**src/rtl/uart_loopback_tester_if.sv**
```systemverilog
// Byte-stream handshake between the loopback tester and the uart block.
//
// Signals:
//   tx_data     byte offered to the uart transmitter
//   tx_valid    tx_data is valid; a transfer happens when tx_ready is also high
//   tx_ready    uart transmitter can accept a byte this cycle
//   rx_data     byte received by the uart
//   rx_complete one-cycle pulse, rx_data valid
//
// Modports:
//   master  the tester side (drives tx_data/tx_valid, observes the rest)
//   slave   the uart side
interface uart_loopback_tester_if;
    logic [7:0] tx_data;
    logic       tx_valid;
    logic       tx_ready;
    logic [7:0] rx_data;
    logic       rx_complete;

    modport master (
        output tx_data,
        output tx_valid,
        input  tx_ready,
        input  rx_data,
        input  rx_complete
    );

    modport slave (
        input  tx_data,
        input  tx_valid,
        output tx_ready,
        output rx_data,
        output rx_complete
    );
endinterface

```
**src/rtl/uart_loopback_tester.sv**
```systemverilog
// Loopback tester: streams an LFSR byte sequence into the uart transmit handshake and checks
// every echoed byte against an independently regenerated copy of the same sequence.
//
// Ports:
//   clk, reset   single clock; synchronous active-high reset
//   start        one-cycle pulse, begins a run when idle or done
//   num_bytes    number of bytes in the run, sampled on start
//   uart         master side of uart_loopback_tester_if (tx handshake + rx strobe)
//   busy         run in progress (sending or draining)
//   done         run finished; held until the next start or reset
//   pass         valid with done: no errors and no timeout
//   timeout      run aborted because echoes stopped arriving
//   err_count    mismatches plus unexpected bytes, saturating
//   rx_count     bytes received and checked in the current run
module uart_loopback_tester #(
    parameter logic [7:0]  SEED            = 8'h01,
    parameter int unsigned MAX_OUTSTANDING = 16,
    parameter int unsigned TIMEOUT_CYCLES  = 1000000,
    parameter int unsigned COUNT_W         = 16
) (
    input  logic                   clk,
    input  logic                   reset,
    input  logic                   start,
    input  logic [COUNT_W-1:0]     num_bytes,
    uart_loopback_tester_if.master uart,
    output logic                   busy,
    output logic                   done,
    output logic                   pass,
    output logic                   timeout,
    output logic [COUNT_W-1:0]     err_count,
    output logic [COUNT_W-1:0]     rx_count
);

    localparam int unsigned OUT_W  = $clog2(MAX_OUTSTANDING + 1);
    localparam int unsigned IDLE_W = $clog2(TIMEOUT_CYCLES + 1);

    typedef enum logic [1:0] {
        StIdle,
        StRun,
        StDrain,
        StDone
    } state_e;

    state_e             state_q, state_d;
    logic [COUNT_W-1:0] num_q, num_d;
    logic [COUNT_W-1:0] sent_q, sent_d;
    logic [COUNT_W-1:0] err_q, err_d;
    logic [COUNT_W-1:0] rx_cnt_q, rx_cnt_d;
    logic [OUT_W-1:0]   out_q, out_d;
    logic [IDLE_W-1:0]  idle_q, idle_d;
    logic [7:0]         tx_lfsr_q, tx_lfsr_d;
    logic [7:0]         exp_lfsr_q, exp_lfsr_d;
    logic               timeout_q, timeout_d;
    logic               pass_q, pass_d;

    logic active;
    logic counting;
    logic timeout_hit;
    logic tx_valid_int;
    logic xfer;
    logic rx_ev;
    logic rx_chk;
    logic rx_bad;

    function automatic logic [7:0] lfsr_step(input logic [7:0] l);
        return {l[6:0], l[7] ^ l[5] ^ l[4] ^ l[3]};
    endfunction

    always_comb begin
        active   = (state_q == StRun) || (state_q == StDrain);
        counting = active && (out_q != '0);
        // The idle counter would reach TIMEOUT_CYCLES at the end of this cycle; abort now so
        // tx_valid is already low on the aborting cycle.
        timeout_hit = counting && !uart.rx_complete &&
                      (32'(idle_q) == TIMEOUT_CYCLES - 32'd1);

        tx_valid_int = (state_q == StRun) && (sent_q < num_q) &&
                       (32'(out_q) < MAX_OUTSTANDING) && !timeout_hit;
        xfer         = tx_valid_int && uart.tx_ready;

        rx_ev  = active && uart.rx_complete;
        rx_chk = rx_ev && (out_q != '0);
        // A byte with nothing outstanding is unexpected and always counts as an error.
        rx_bad = (rx_chk && (uart.rx_data != exp_lfsr_q)) || (rx_ev && (out_q == '0));
    end

    always_comb begin
        state_d    = state_q;
        num_d      = num_q;
        sent_d     = sent_q;
        err_d      = err_q;
        rx_cnt_d   = rx_cnt_q;
        out_d      = out_q;
        tx_lfsr_d  = tx_lfsr_q;
        exp_lfsr_d = exp_lfsr_q;
        timeout_d  = timeout_q;
        pass_d     = pass_q;

        unique case (state_q)
            StIdle, StDone: begin
                if (start) begin
                    num_d      = num_bytes;
                    sent_d     = '0;
                    err_d      = '0;
                    rx_cnt_d   = '0;
                    out_d      = '0;
                    tx_lfsr_d  = SEED;
                    exp_lfsr_d = SEED;
                    timeout_d  = 1'b0;
                    if (num_bytes == '0) begin
                        state_d = StDone;
                        pass_d  = 1'b1;
                    end else begin
                        state_d = StRun;
                        pass_d  = 1'b0;
                    end
                end
            end

            StRun, StDrain: begin
                if (xfer) begin
                    tx_lfsr_d = lfsr_step(tx_lfsr_q);
                    sent_d    = sent_q + 1'b1;
                end
                if (rx_chk) begin
                    exp_lfsr_d = lfsr_step(exp_lfsr_q);
                    rx_cnt_d   = rx_cnt_q + 1'b1;
                end
                if (rx_bad && (err_q != '1)) begin
                    err_d = err_q + 1'b1;
                end

                unique case ({xfer, rx_chk})
                    2'b10:   out_d = out_q + 1'b1;
                    2'b01:   out_d = out_q - 1'b1;
                    default: out_d = out_q;
                endcase

                if (timeout_hit) begin
                    state_d   = StDone;
                    timeout_d = 1'b1;
                    pass_d    = 1'b0;
                end else if ((state_q == StRun) && xfer && (sent_q + 1'b1 == num_q)) begin
                    state_d = StDrain;
                end else if ((state_q == StDrain) && (out_q == '0)) begin
                    state_d = StDone;
                    pass_d  = (err_d == '0);
                end
            end

            default: state_d = StIdle;
        endcase
    end

    // Idle counter restarts on any received byte and on every state change.
    always_comb begin
        idle_d = idle_q;
        if (uart.rx_complete || (state_d != state_q)) begin
            idle_d = '0;
        end else if (counting) begin
            idle_d = idle_q + 1'b1;
        end
    end

    always_ff @(posedge clk) begin
        if (reset) begin
            state_q    <= StIdle;
            num_q      <= '0;
            sent_q     <= '0;
            err_q      <= '0;
            rx_cnt_q   <= '0;
            out_q      <= '0;
            idle_q     <= '0;
            tx_lfsr_q  <= SEED;
            exp_lfsr_q <= SEED;
            timeout_q  <= 1'b0;
            pass_q     <= 1'b0;
        end else begin
            state_q    <= state_d;
            num_q      <= num_d;
            sent_q     <= sent_d;
            err_q      <= err_d;
            rx_cnt_q   <= rx_cnt_d;
            out_q      <= out_d;
            idle_q     <= idle_d;
            tx_lfsr_q  <= tx_lfsr_d;
            exp_lfsr_q <= exp_lfsr_d;
            timeout_q  <= timeout_d;
            pass_q     <= pass_d;
        end
    end

    always_comb begin
        uart.tx_valid = tx_valid_int;
        // Zero while not offering, so the bus is quiet out of reset and between runs.
        uart.tx_data  = tx_valid_int ? tx_lfsr_q : 8'h00;
        busy          = active;
        done          = (state_q == StDone);
        pass          = pass_q;
        timeout       = timeout_q;
        err_count     = err_q;
        rx_count      = rx_cnt_q;
    end

endmodule

```
**src/flat_wrapper.sv**
```systemverilog
// flat-port wrapper written by rule: the top's interface ports become plain ports
module uart_loopback_tester_flat 
#(
    parameter logic [7:0]  SEED            = 8'h01,
    parameter int unsigned MAX_OUTSTANDING = 16,
    parameter int unsigned TIMEOUT_CYCLES  = 1000000,
    parameter int unsigned COUNT_W         = 16
)
  (clk, reset, start, num_bytes, busy, done, pass, timeout, err_count, rx_count, uart_tx_data, uart_tx_valid, uart_tx_ready, uart_rx_data, uart_rx_complete);
  uart_loopback_tester_if uart_i ();
  input  logic clk;
  input  logic reset;
  input  logic start;
  input  logic [COUNT_W-1:0] num_bytes;
  output logic busy;
  output logic done;
  output logic pass;
  output logic timeout;
  output logic [COUNT_W-1:0] err_count;
  output logic [COUNT_W-1:0] rx_count;
  output wire logic [$bits(uart_i.tx_data)-1:0] uart_tx_data;
  output wire logic [$bits(uart_i.tx_valid)-1:0] uart_tx_valid;
  input wire logic [$bits(uart_i.tx_ready)-1:0] uart_tx_ready;
  input wire logic [$bits(uart_i.rx_data)-1:0] uart_rx_data;
  input wire logic [$bits(uart_i.rx_complete)-1:0] uart_rx_complete;
  assign uart_tx_data = uart_i.tx_data;
  assign uart_tx_valid = uart_i.tx_valid;
  assign uart_i.tx_ready = uart_tx_ready;
  assign uart_i.rx_data = uart_rx_data;
  assign uart_i.rx_complete = uart_rx_complete;
  uart_loopback_tester #(.SEED(SEED), .MAX_OUTSTANDING(MAX_OUTSTANDING), .TIMEOUT_CYCLES(TIMEOUT_CYCLES), .COUNT_W(COUNT_W)) u_core (.clk(clk), .reset(reset), .start(start), .num_bytes(num_bytes), .uart(uart_i), .busy(busy), .done(done), .pass(pass), .timeout(timeout), .err_count(err_count), .rx_count(rx_count));
endmodule
```
**config.mk**
```make
export PLATFORM = sky130hd
export DESIGN_NAME = uart_loopback_tester_flat
export DESIGN_NICKNAME = d
export VERILOG_FILES = /design/src/rtl/uart_loopback_tester_if.sv /design/src/rtl/uart_loopback_tester.sv /design/src/flat_wrapper.sv
export SDC_FILE = /design/constraint.sdc
export NUM_CORES = 1
export LEC_CHECK = 0
export CORE_MARGIN = 10
export CORE_UTILIZATION = 52
export CTS_CLUSTER_DIAMETER = 200
export DETAILED_ROUTE_END_ITERATION = 10
export PLACE_DENSITY = 0.82
export SYNTH_ARGS = -nofsm -noshare
export SYNTH_HDL_FRONTEND = slang
export SYNTH_SLANG_ARGS = --single-unit
export TNS_END_PERCENT = 20
```
**constraint.sdc**
```tcl
create_clock -name clk -period 3.7 [get_ports clk]
set_input_delay 0.37 -clock clk [delete_from_list [all_inputs] [get_ports clk]]
set_output_delay 0.37 -clock clk [all_outputs]
set_load 0.005 [all_outputs]
```
== Word-level counts from Yosys, hierarchy flattened ==
Index checks and enable logic that the tools add are counted.

* Logic and storage cells: 108
* Flip-flop bits (word level): 109
* Output and inout port bits: 45
* Bits of input ports: 29

* $lt $le $gt $ge: 2
* Reductions and logical operators: 34
* Muxes and demuxes: 32
* Add/sub/neg operators: 6
* Eq/ne operators: 17
* Bitwise logic cells: 6

{| class="wikitable"
|+ Operator list
! operator !! count
|-
| $pmux W16 S2 || 3
|-
| $mux W16 || 5
|-
| $add A16 B1 Y16 const B || 3
|-
| $logic_not A16 Y1 || 2
|-
| $mux W8 || 4
|-
| $pmux W8 S2 || 2
|-
| $add A20 B1 Y20 const B || 1
|-
| $eq A20 B20 Y1 const B || 1
|-
| $pmux W5 S2 || 2
|-
| $eq A16 B16 Y1 || 1
|-
| $lt A16 B16 Y1 || 1
|-
| $ne A16 B16 Y1 const B || 1
|-
| $logic_and A1 B1 Y1 || 15
|-
| $mux W2 || 5
|-
| $reduce_and A2 Y1 || 5
|-
| $ne A8 B8 Y1 || 1
|-
| $mux W1 || 7
|-
| $eq A2 B2 Y1 const B || 3
|-
| $ne A2 B1 Y1 const B || 3
|-
| $reduce_or A2 Y1 || 3
|-
| $xor A1 B1 Y1 || 6
|-
| $add A5 B1 Y5 const B || 1
|-
| $logic_not A5 Y1 || 1
|-
| $lt A5 B5 Y1 const B || 1
|-
| 15 further kinds || 20
|}

== Logic depth before layout (Yosys ltp) ==
Gate-level depths: netlist (run 1).

* Depth in word-level cells: 16
* Gate-level depth with buffers: 20
* Gate-level depth less buffers: 19

== Least setup slack after synthesis (run 1) ==
Ideal clock, no wire load.

* Kind: reg2reg
* Start: register u_core.state_q[0]
* End: register u_core.out_q[4]
* Arrival: 3,515 ps
* Library setup time: 132 ps
* Stages on the path, launching flop included: 21
* Clock period less this slack: 3,647 ps
* Buffers on the path: 2
* Data required time: 3,568 ps
* Path slack: 53 ps
* Cell sequence: dfxtp_1 > inv_1 > ha_1 > clkbuf_1 > inv_2 > o2111ai_2 > or2_2 > o211ai_1 > inv_1 > clkbuf_1 > nand2_1 > ha_1 > inv_1 > fa_1 > inv_1 > a21o_1 > a21oi_1 > xnor2_1 > nor3_1 > o21ai_0 > a21oi_1

* Longest elaborated chain between the ends: 11
* Elaborated cells on any way between the ends: 24
* Those cells by class: eq/ne (7); mux (2); reduce/logical (15)

{| class="wikitable"
|+ Ends and longest elaborated chain
! element !! RTL line !! text
|-
| from (decl) || uart_loopback_tester.sv:44 || <nowiki>state_e state_q, state_d;</nowiki>
|-
| from (signal assigned) || uart_loopback_tester.sv:167 || <nowiki>state_q <= StIdle;</nowiki>
|-
| from (signal assigned) || uart_loopback_tester.sv:179 || <nowiki>state_q <= state_d;</nowiki>
|-
| $eq A2 B1 Y1 or $eq A2 B2 Y1 (tied branches) || uart_loopback_tester.sv:70 || <nowiki>active = (state_q == StRun) || (state_q == StDrain);</nowiki>
|-
| $logic_or A1 B1 Y1 * || uart_loopback_tester.sv:70 ||
|-
| via busy || flat_wrapper.sv:15 || <nowiki>output logic busy;</nowiki>
|-
| $logic_and A1 B1 Y1 * || uart_loopback_tester.sv:71 || <nowiki>counting = active && (out_q != '0);</nowiki>
|-
| $logic_and A1 B1 Y1 * (2 in a row) || uart_loopback_tester.sv:74 || <nowiki>timeout_hit = counting && !uart.rx_complete &&</nowiki>
|-
| $logic_not A1 Y1 * || uart_loopback_tester.sv:78 || <nowiki>(32'(out_q) < MAX_OUTSTANDING) && !timeout_hit;</nowiki>
|-
| $logic_and A1 B1 Y1 * || uart_loopback_tester.sv:78 ||
|-
| via uart_tx_valid || flat_wrapper.sv:22 || <nowiki>output wire logic [$bits(uart_i.tx_valid)-1:0] uart_tx_valid;</nowiki>
|-
| $logic_and A1 B1 Y1 * || uart_loopback_tester.sv:79 || <nowiki>xfer = tx_valid_int && uart.tx_ready;</nowiki>
|-
| $eq A2 B1 Y1 or $eq A2 B2 Y1 (tied branches) || uart_loopback_tester.sv:133 || <nowiki>unique case ({xfer, rx_chk})</nowiki>
|-
| $pmux W5 S2 or $ne A3 B3 Y1 (tied branches) || - ||
|-
| $pmux W5 S2 or $reduce_and A2 Y1 (tied branches) || - ||
|-
| to (signal assigned) || uart_loopback_tester.sv:184 || <nowiki>out_q <= out_d;</nowiki>
|-
| to (decl) || uart_loopback_tester.sv:49 || <nowiki>logic [OUT_W-1:0] out_q, out_d;</nowiki>
|}

Mark *: on every way through the listed nets, which the timed path passes. The rest lies on a longest branch.
A chain may end at the register's enable or synchronous reset.

== Worst setup path in the final report (run 1) ==
* Start: register u_core.num_q[10]
* End: register u_core.out_q[4]

* Longest elaborated chain between the ends: 8
* Elaborated cells on any way between the ends: 11
* Those cells by class: order compare (1); eq/ne (3); mux (2); reduce/logical (5)

{| class="wikitable"
|+ Ends and longest elaborated chain
! element !! RTL line !! text
|-
| from (decl) || uart_loopback_tester.sv:45 || <nowiki>logic [COUNT_W-1:0] num_q, num_d;</nowiki>
|-
| from (signal assigned) || uart_loopback_tester.sv:180 || <nowiki>num_q <= num_d;</nowiki>
|-
| $lt A16 B16 Y1 * || uart_loopback_tester.sv:77 || <nowiki>tx_valid_int = (state_q == StRun) && (sent_q < num_q) &&</nowiki>
|-
| $logic_and A1 B1 Y1 * (2 in a row) || uart_loopback_tester.sv:77 ||
|-
| $logic_and A1 B1 Y1 * || uart_loopback_tester.sv:78 ||
|-
| $logic_and A1 B1 Y1 * || uart_loopback_tester.sv:79 ||
|-
| $eq A2 B1 Y1 or $eq A2 B2 Y1 (tied branches) || uart_loopback_tester.sv:133 ||
|-
| $pmux W5 S2 or $ne A3 B3 Y1 (tied branches) || - ||
|-
| $pmux W5 S2 or $reduce_and A2 Y1 (tied branches) || - ||
|}

Every way passes the cells marked *; elsewhere a longest branch is shown, timed or not.

==> results of run 1 <==
## cells in the mapped netlist, types with 5 or more instances
library cell | count | area, µm²
nor4_1 | 17 | 106
o211ai_1 | 14 | 105
xor2_1 | 35 | 307
nand2_1 | 101 | 379
and2_1 | 16 | 100
ha_1 | 27 | 338
and4_1 | 7 | 61.3
nand3_1 | 58 | 290
dfxtp_1 | 109 | 2180
nor2_1 | 55 | 206
nor4_2 | 19 | 238
nor2b_1 | 5 | 31.3
or3_1 | 15 | 93.8
and3_1 | 9 | 56.3
a31oi_1 | 14 | 87.6
xnor2_1 | 37 | 324
mux2i_1 | 5 | 50.1
nor3_1 | 19 | 95.1
buf_2 | 14 | 70.1
a21oi_1 | 59 | 295
nand4_1 | 35 | 219
inv_1 | 39 | 146
a311oi_1 | 7 | 61.3
a21o_1 | 6 | 45.0
o21ai_0 | 22 | 110
a211o_1 | 7 | 61.3
clkbuf_1 | 36 | 135
## worst min-delay path, cell delays in order (launching register included)
cell and delay, ns:
dfxtp_1 0.33, nand2_1 0.06, a21oi_1 0.05
## layer usage
| metal | vias up | GRT usage, % | share of wire [%] |
|---|---|---|---|
| met5 | - | 0 | 0.070 |
| met4 | 2 | 7.12 | 1.8 |
| met3 | 29 | 3.41 | 7.3 |
| met2 | 280 | 33.0 | 48 |
| met1 | 3161 | 25.0 | 43 |
| li1 | 3233 | - | - |
## registers in the layout, summed over array words and instances (netlist names)
register and cells:
u_core.num_q 16, u_core.pass 1, u_core.idle_q 20, u_core.tx_lfsr_q 8, u_core.state_q 2, u_core.exp_lfsr_q 8, u_core.rx_count 16, u_core.timeout 1
u_core.err_count 16, u_core.sent_q 16, u_core.out_q 5
## where the power goes
| part | switching [mW] | total (mW) | internal, mW |
|---|---|---|---|
| clock | 0.441 | 1.07 | 0.629 |
| sequential | 0.0681 | 1.31 | 1.24 |
| combinational | 0.950 | 1.46 | 0.509 |
| total | 1.46 | 3.84 | 2.38 |
## kinds of logic after synthesis
family	after synthesis	synth area share [%]
multiplexers	6	0.886
AND/OR/NAND/NOR	385	31.1
adder cells (fa/ha/maj)	28	5.17
buffers and inverters	98	6.00
AO/OA/AOI/OAI	166	16.2
XOR/XNOR	72	9.12
flip-flops	109	31.5
## area by class of cell
class	count	share of cell area, %
multi-input combinational	657	53.2
sequential	109	26.7
timing repair buffer	103	11.6
clock buffer	12	3.14
tap	176	2.69
inverter	40	1.84
clock inverter	4	0.857
## repair_timing
item	4_1_cts	5_1_grt
endpoints found under the setup margin	0	1
gates resized for setup	0	3
hold endpoints to repair	0	0
setup buffers	0	1
## worst paths after layout
path | start | to | slack (ns)
min reg2reg | u_core.tx_lfsr_q[0] | u_core.tx_lfsr_q[1] | 0.48
max | u_core.num_q[10] | u_core.out_q[4] | 0.29
max reg2reg | u_core.num_q[10] | u_core.out_q[4] | 0.29
min | u_core.tx_lfsr_q[0] | u_core.tx_lfsr_q[1] | 0.48
==> impl_results.md, run 1 <==
* Die H at roughly 140 µm
* CTS tree: built
* DP Area at around 0.0078 mm²
* Port Buffers at 73
* CP peak stage delay at 0.43 ns
* Hold path depth at 2
* Layout cells sized above 1 at 9.73%
* Vias per cell at around 6.1
* Most frequent cells in the layout: 108 x dfxtp_1, 101 x nand2_1, 72 x clkdlybuf4s50_1, 59 x a21oi_1, 58 x nand3_1
* DRT Wirelength at 18500 µm
* Vias in the first global route at 6128
* Status: complete, no violations
* RSZ-0062 raised after global routing: no
* Die area at 0.0183 mm²
* First-pass GRT wire length at 30200 µm
* Fmax at around 0.3 GHz
* Hold Fails Final Rpt at 0
* FF+latch count, synth at about 110
* Crit end category: register
* Worst r2r path cells at 19
* Hpwl dp at roughly 13000 µm
* # IOs at 74
* Initial antenna violation count at 1
* Row Count at between 40 and 50
* Initial detailed-routing violation count at 623
* Final Util at 62.3%
* CP most frequent cell: inv_1
* Crit path kind: reg -> reg
* Critical path's slowest cell: a311o_1
* Post-route ant nets at 0
* Clk sink count at 109
* Syn_area_per_cell at about 8.0 µm²
* Post-synthesis sequential area ratio at 31.5%
* Worst vdd ir at a little under 0.3 mV
* 1st-pass router iterations at 5
* Placed Instances at around 1100
* Final Critical Period at about 3.4 ns
* Hold crit path type: reg -> reg
* Critical path arrival at approximately 3.6 ns
* Multi-input logic area at between 0.004 and 0.005 mm²
* Leakage power at just under 3 nW
* Commonest non-fill, non-tap cell in the layout: dfxtp_1
* Critical path depth at 19
* Antenna diodes at 0
* Slack of the critical path at 0.289 ns
* Starting Density at 52.7%
* Fin cells at ~1100
* Die X at 135 µm
* H-Tree Depth at 3
* Final Cell Area at around 0.008 mm²
* Ys flop type: dfxtp_1
* Slew Limit Fails at 0
* Root Buffer Master: clkbuf_16
* Setup Slack @ Placement at between 0.15 and 0.2 ns
* FILL cells at 1136
* Critical path fanouts, max at 5
* Max clock buf depth at 2
* Core area at 0.0131 mm²
* Worst-Margin Slew at around 0.87 ns
* Clock-pin slew on the worst setup and hold paths at ~0.070 ns
* Worst hold margin at 0.476 ns
* Sum of buffers and inverters on the critical path at 4
* Final net count at 977
* Setup-failing EPs final at 0
* CP top delay family: compound AO/OA/AOI/OAI gates
* Yosys warnings at 0
* Synthesized Nets at between 900 and 1000
* Fin Clk Skew at 0.00908 ns
* Drc violations at 0
* Via count at approximately 6700
* Async set-or-reset flop fraction in the synthesized netlist at 0%
* Period utilisation layout at ~92%
* Power Density at ~470 mW/mm²
* Grt ovf at 0
* Layout area overhead at 18.2%
* Drt wl/cell at between 15 and 20 µm
* Distinct cells, synth at 73
* Gr usage total at 19.8%
* CTS Hold Bufs at 0
* Skew-Pair Late Insertion Delay at between 0.3 and 0.4 ns
* Sequential cell area at ~0.0022 mm²
* Mapped Cells at 864
* CP startpoint kind: register
* EDFF count, synth at 0
* Rel. slew slack at a little over two fifths
* Num CTS Buffers at 9
* CP Cell Sequence: inv_1 > ha_1 > nand2_1 > o21ai_1 > a41oi_1 > a311o_1 > o211ai_1 > inv_1 > nand2_1 > ha_2 > inv_1 > fa_1 > inv_1 > a21o_1 > a21oi_1 > xnor2_1 > nor3_1 > o21ai_0 > a21oi_1
* Routability Congestion at 0.925
* # Max-Cap Violations at 0
* Worst Path Required at a little under 4 ns
* Pin count of the biggest net entering global routing at just under 70
* Post-route setup TNS at 0 ns
* Mapped cell area at slightly below 0.007 mm²
* Pwr Total at around 3.8 mW
(Power assumes the default switching activity.)
==> run 2, diff against run 1 <==
--- a/config.mk
+++ b/config.mk
@@ -8,6 +8,7 @@
 export CORE_MARGIN = 10
 export CORE_UTILIZATION = 52
 export CTS_CLUSTER_DIAMETER = 200
+export CTS_CLUSTER_SIZE = 10
 export DETAILED_ROUTE_END_ITERATION = 10
 export PLACE_DENSITY = 0.82
 export SYNTH_ARGS = -nofsm -noshare
==> results of run 2 <==
Final layout, timing and power as in run 1 (identical DEF).
==> run 3, diff against run 2 <==
--- a/config.mk
+++ b/config.mk
@@ -11,6 +11,7 @@
 export CTS_CLUSTER_SIZE = 10
 export DETAILED_ROUTE_END_ITERATION = 10
 export PLACE_DENSITY = 0.82
+export REMOVE_ABC_BUFFERS = 1
 export SYNTH_ARGS = -nofsm -noshare
 export SYNTH_HDL_FRONTEND = slang
 export SYNTH_SLANG_ARGS = --single-unit
==> run 3 against run 2 <==
Effect of this change: cell area is 0.86% lower; via count down 1.7%; setup slack worse by 0.0020 ns; clock-buffer cell count shrank 3.
==> impl_results.md, run 3 (synthesis gave the netlist of run 1 again) <==
* Status: complete, no violations
* Max reg flops at 20 (unchanged)
* Crit path kind: reg -> reg
* FILL cells at 1154 (+1.6%)
* Clk pwr share at 25.2% (-2.7 points)
* Core area at 0.0131 mm² (unchanged)
* Worst-Margin Slew at 0.931 ns (+0.0655 ns)
* Pwr Total at 3.69 mW (-3.9%)
* Leakage power at 2.85 nW (-1.5%)
* Placed Instances at 1081 (-0.28%)
* Rel. slew slack at 37.4% (-4.4 points)
* Sequential power share at 35.7% (+1.6 points)
* Fin cells at 1098 (-0.27%)
* Die H at 135 µm (unchanged)
* Worst vdd ir at 0.291 mV (-0.36%)
* Commonest non-fill, non-tap cell in the layout: dfxtp_1
* H-Tree Depth at 3 (unchanged)
* Hold crit path type: reg -> reg
* Switching Share at 40.0% (+2.0 points)
* Vias per cell at 6.00 (-1.5%)
* # IOs at 74 (unchanged)
* CP startpoint kind: register
* Gr usage total at 19.8% (+0.090 points)
* Beginning of the worst hold path: u_core.tx_lfsr_q[1]
* Root Buffer Master: clkbuf_16
* Slack of the critical path at 0.287 ns (-0.00197 ns)
* Num CTS Buffers at 9 (unchanged)
* Final Critical Period at 3.41 ns (+0.00197 ns)
* Vias in the first global route at 6210 (+1.3%)
* Clock-pin slew on the worst setup and hold paths at 0.08 ns (about the same)
* R2R Path Start: u_core.sent_q[0]
* CTS Hold Bufs at 0 (unchanged)
* Fmax at 0.293 GHz (about the same)
* Critical path fanouts, max at 6 (+1)
* Grt ovf at 0 (unchanged)
* Hpwl dp at 13000 µm (-1.2%)
* Critical path arrival at 3.64 ns (+0.02 ns)
* DRT Wirelength at 18100 µm (-2.3%)
* Die X at 135 µm (unchanged)
* Most frequent cells in the layout: 109 x dfxtp_1, 101 x nand2_1, 72 x clkdlybuf4s50_1, 59 x a21oi_1, 58 x nand3_1
* Die area at 0.0183 mm² (unchanged)
* RSZ-0062 raised after global routing: no
* Routability Congestion at 0.900 (-2.7%)
* Metal2 WL at 8600 µm (-3.1%)
* Met3 wire length at 1170 µm (-14%)
* Worst Path Required at 3.93 ns (+0.02 ns)
* Skew-Pair Late Insertion Delay at 0.36 ns (about the same)
* Setup-failing EPs final at 0 (unchanged)
* # Max-Cap Violations at 0 (unchanged)
* M1 WL at 7720 µm (-2.9%)
* Fin Clk Skew at 0.0107 ns (+0.00164 ns)
* Max clock buf depth at 2 (unchanged)
* Hold Fails Final Rpt at 0 (unchanged)
* Initial antenna violation count at 1 (unchanged)
* Period utilisation layout at 92.3% (about the same)
* Drt wl/cell at 16.5 µm (-2.0%)
* Port Buffers at 73 (unchanged)
* Combinational group share of total power at 39.1% (+1.1 points)
* Worst hold margin at 0.457 ns (-0.0192 ns)
* Power Density at 455 mW/mm² (-3.1%)
* Final net count at 974 (-0.31%)
* Worst Setup SP: u_core.sent_q[0]
* Crit end category: register
* Clk sink count at 109 (unchanged)
* 1st-pass router iterations at 5 (unchanged)
* Final Util at 61.7% (-0.53 points)
* Layout area overhead at 17.2%
* Most flop-heavy register: u_core.idle_q
* Pin count of the biggest net entering global routing at 39 (-43%)
* Post-route setup TNS at 0 ns (unchanged)
* Layout cells sized above 1 at 9.34% (-0.39 points)
* Drc violations at 0 (unchanged)
* Final Cell Area at 0.00811 mm² (-0.86%)
* Via count at 6589 (-1.7%)
* Setup Slack @ Placement at 0.172 ns (+0.00799 ns)
* Starting Density at 52.7% (unchanged)
* Slew Limit Fails at 0 (unchanged)
* Highest Signal Layer: met4
* Row Count at 42 (unchanged)
* CTS tree: built
* Initial detailed-routing violation count at 623 (unchanged)
* Int Power at 2.21 mW (-6.9%)
* First-pass GRT wire length at 30300 µm (+0.34%)
* Post-route ant nets at 0 (unchanged)
* NetSw at 1.47 mW (+1.1%)
* DP Area at 0.00782 mm² (-0.29%)
## run 3: cell count changes in the layout (fill, tap and decap cells not counted), sizes merged
cell      previous run  this run
buf                 31        28
bufinv               2         0
clkbuf              12         9
clkinv               2         1
clkinvlp             0         1
diode                0         1
inv                 40        44
## run 3: timing repair
action	CTS	global route
gates resized for setup	0	2
setup buffers	0	1
setup endpoints to repair	0	1
## run 3: per-layer routing
layer | track usage (%) | vias to the layer above
met2 | 32.7 | 246
met3 | 4.90 | 52
met4 | 8.49 | 0
met1 | 24.0 | 3068
li1 | - | 3223
met5 | 0 | -
## run 3: critical path: stages, from the launching register on
cell	delay (ns)
dfxtp_1	0.43
inv_1	0.09
ha_1	0.20
nor2b_1	0.13
o211ai_1	0.09
a21o_1	0.18
a311o_1	0.43
o211ai_1	0.16
inv_1	0.09
nand2_1	0.08
ha_2	0.24
inv_1	0.06
fa_1	0.40
inv_1	0.07
a21o_1	0.11
a21oi_1	0.07
xnor2_1	0.18
nor3_1	0.07
o21ai_1	0.13
a21oi_1	0.07
## run 3: path summary, 6_finish.rpt
path	depth (start not counted)	endpoint	slack [ns]
max	19	u_core.out_q[4]	0.29
min	2	u_core.tx_lfsr_q[2]	0.46
max reg2reg	19	u_core.out_q[4]	0.29
min reg2reg	2	u_core.tx_lfsr_q[2]	0.46
## run 3: layout make-up
class / count / area [µm²] / area share, %
Inverter: 40 / 150 / 1.85
Timing Repair Buffer: 100 / 928 / 11.4
Multi-Input combinational cell: 657 / 4350 / 53.6
Clock buffer: 9 / 225 / 2.78
Sequential cell: 109 / 2180 / 26.9
Clock inverter: 6 / 52.6 / 0.648
Tap cell: 176 / 220 / 2.72
Antenna cell: 1 / 2.50 / 0.0309
## run 3: power groups by stage
stage / Combinational, mW / Sequential [mW] / Clock [mW]
final: 1.44 / 1.32 / 0.931
after global routing: 1.58 / 1.33 / 0.998
after CTS: 1.42 / 1.31 / 0.952
after detailed placement: 1.42 / 1.34 / 0
after global placement: 1.40 / 1.33 / 0
after floorplan: 0.880 / 1.33 / 0
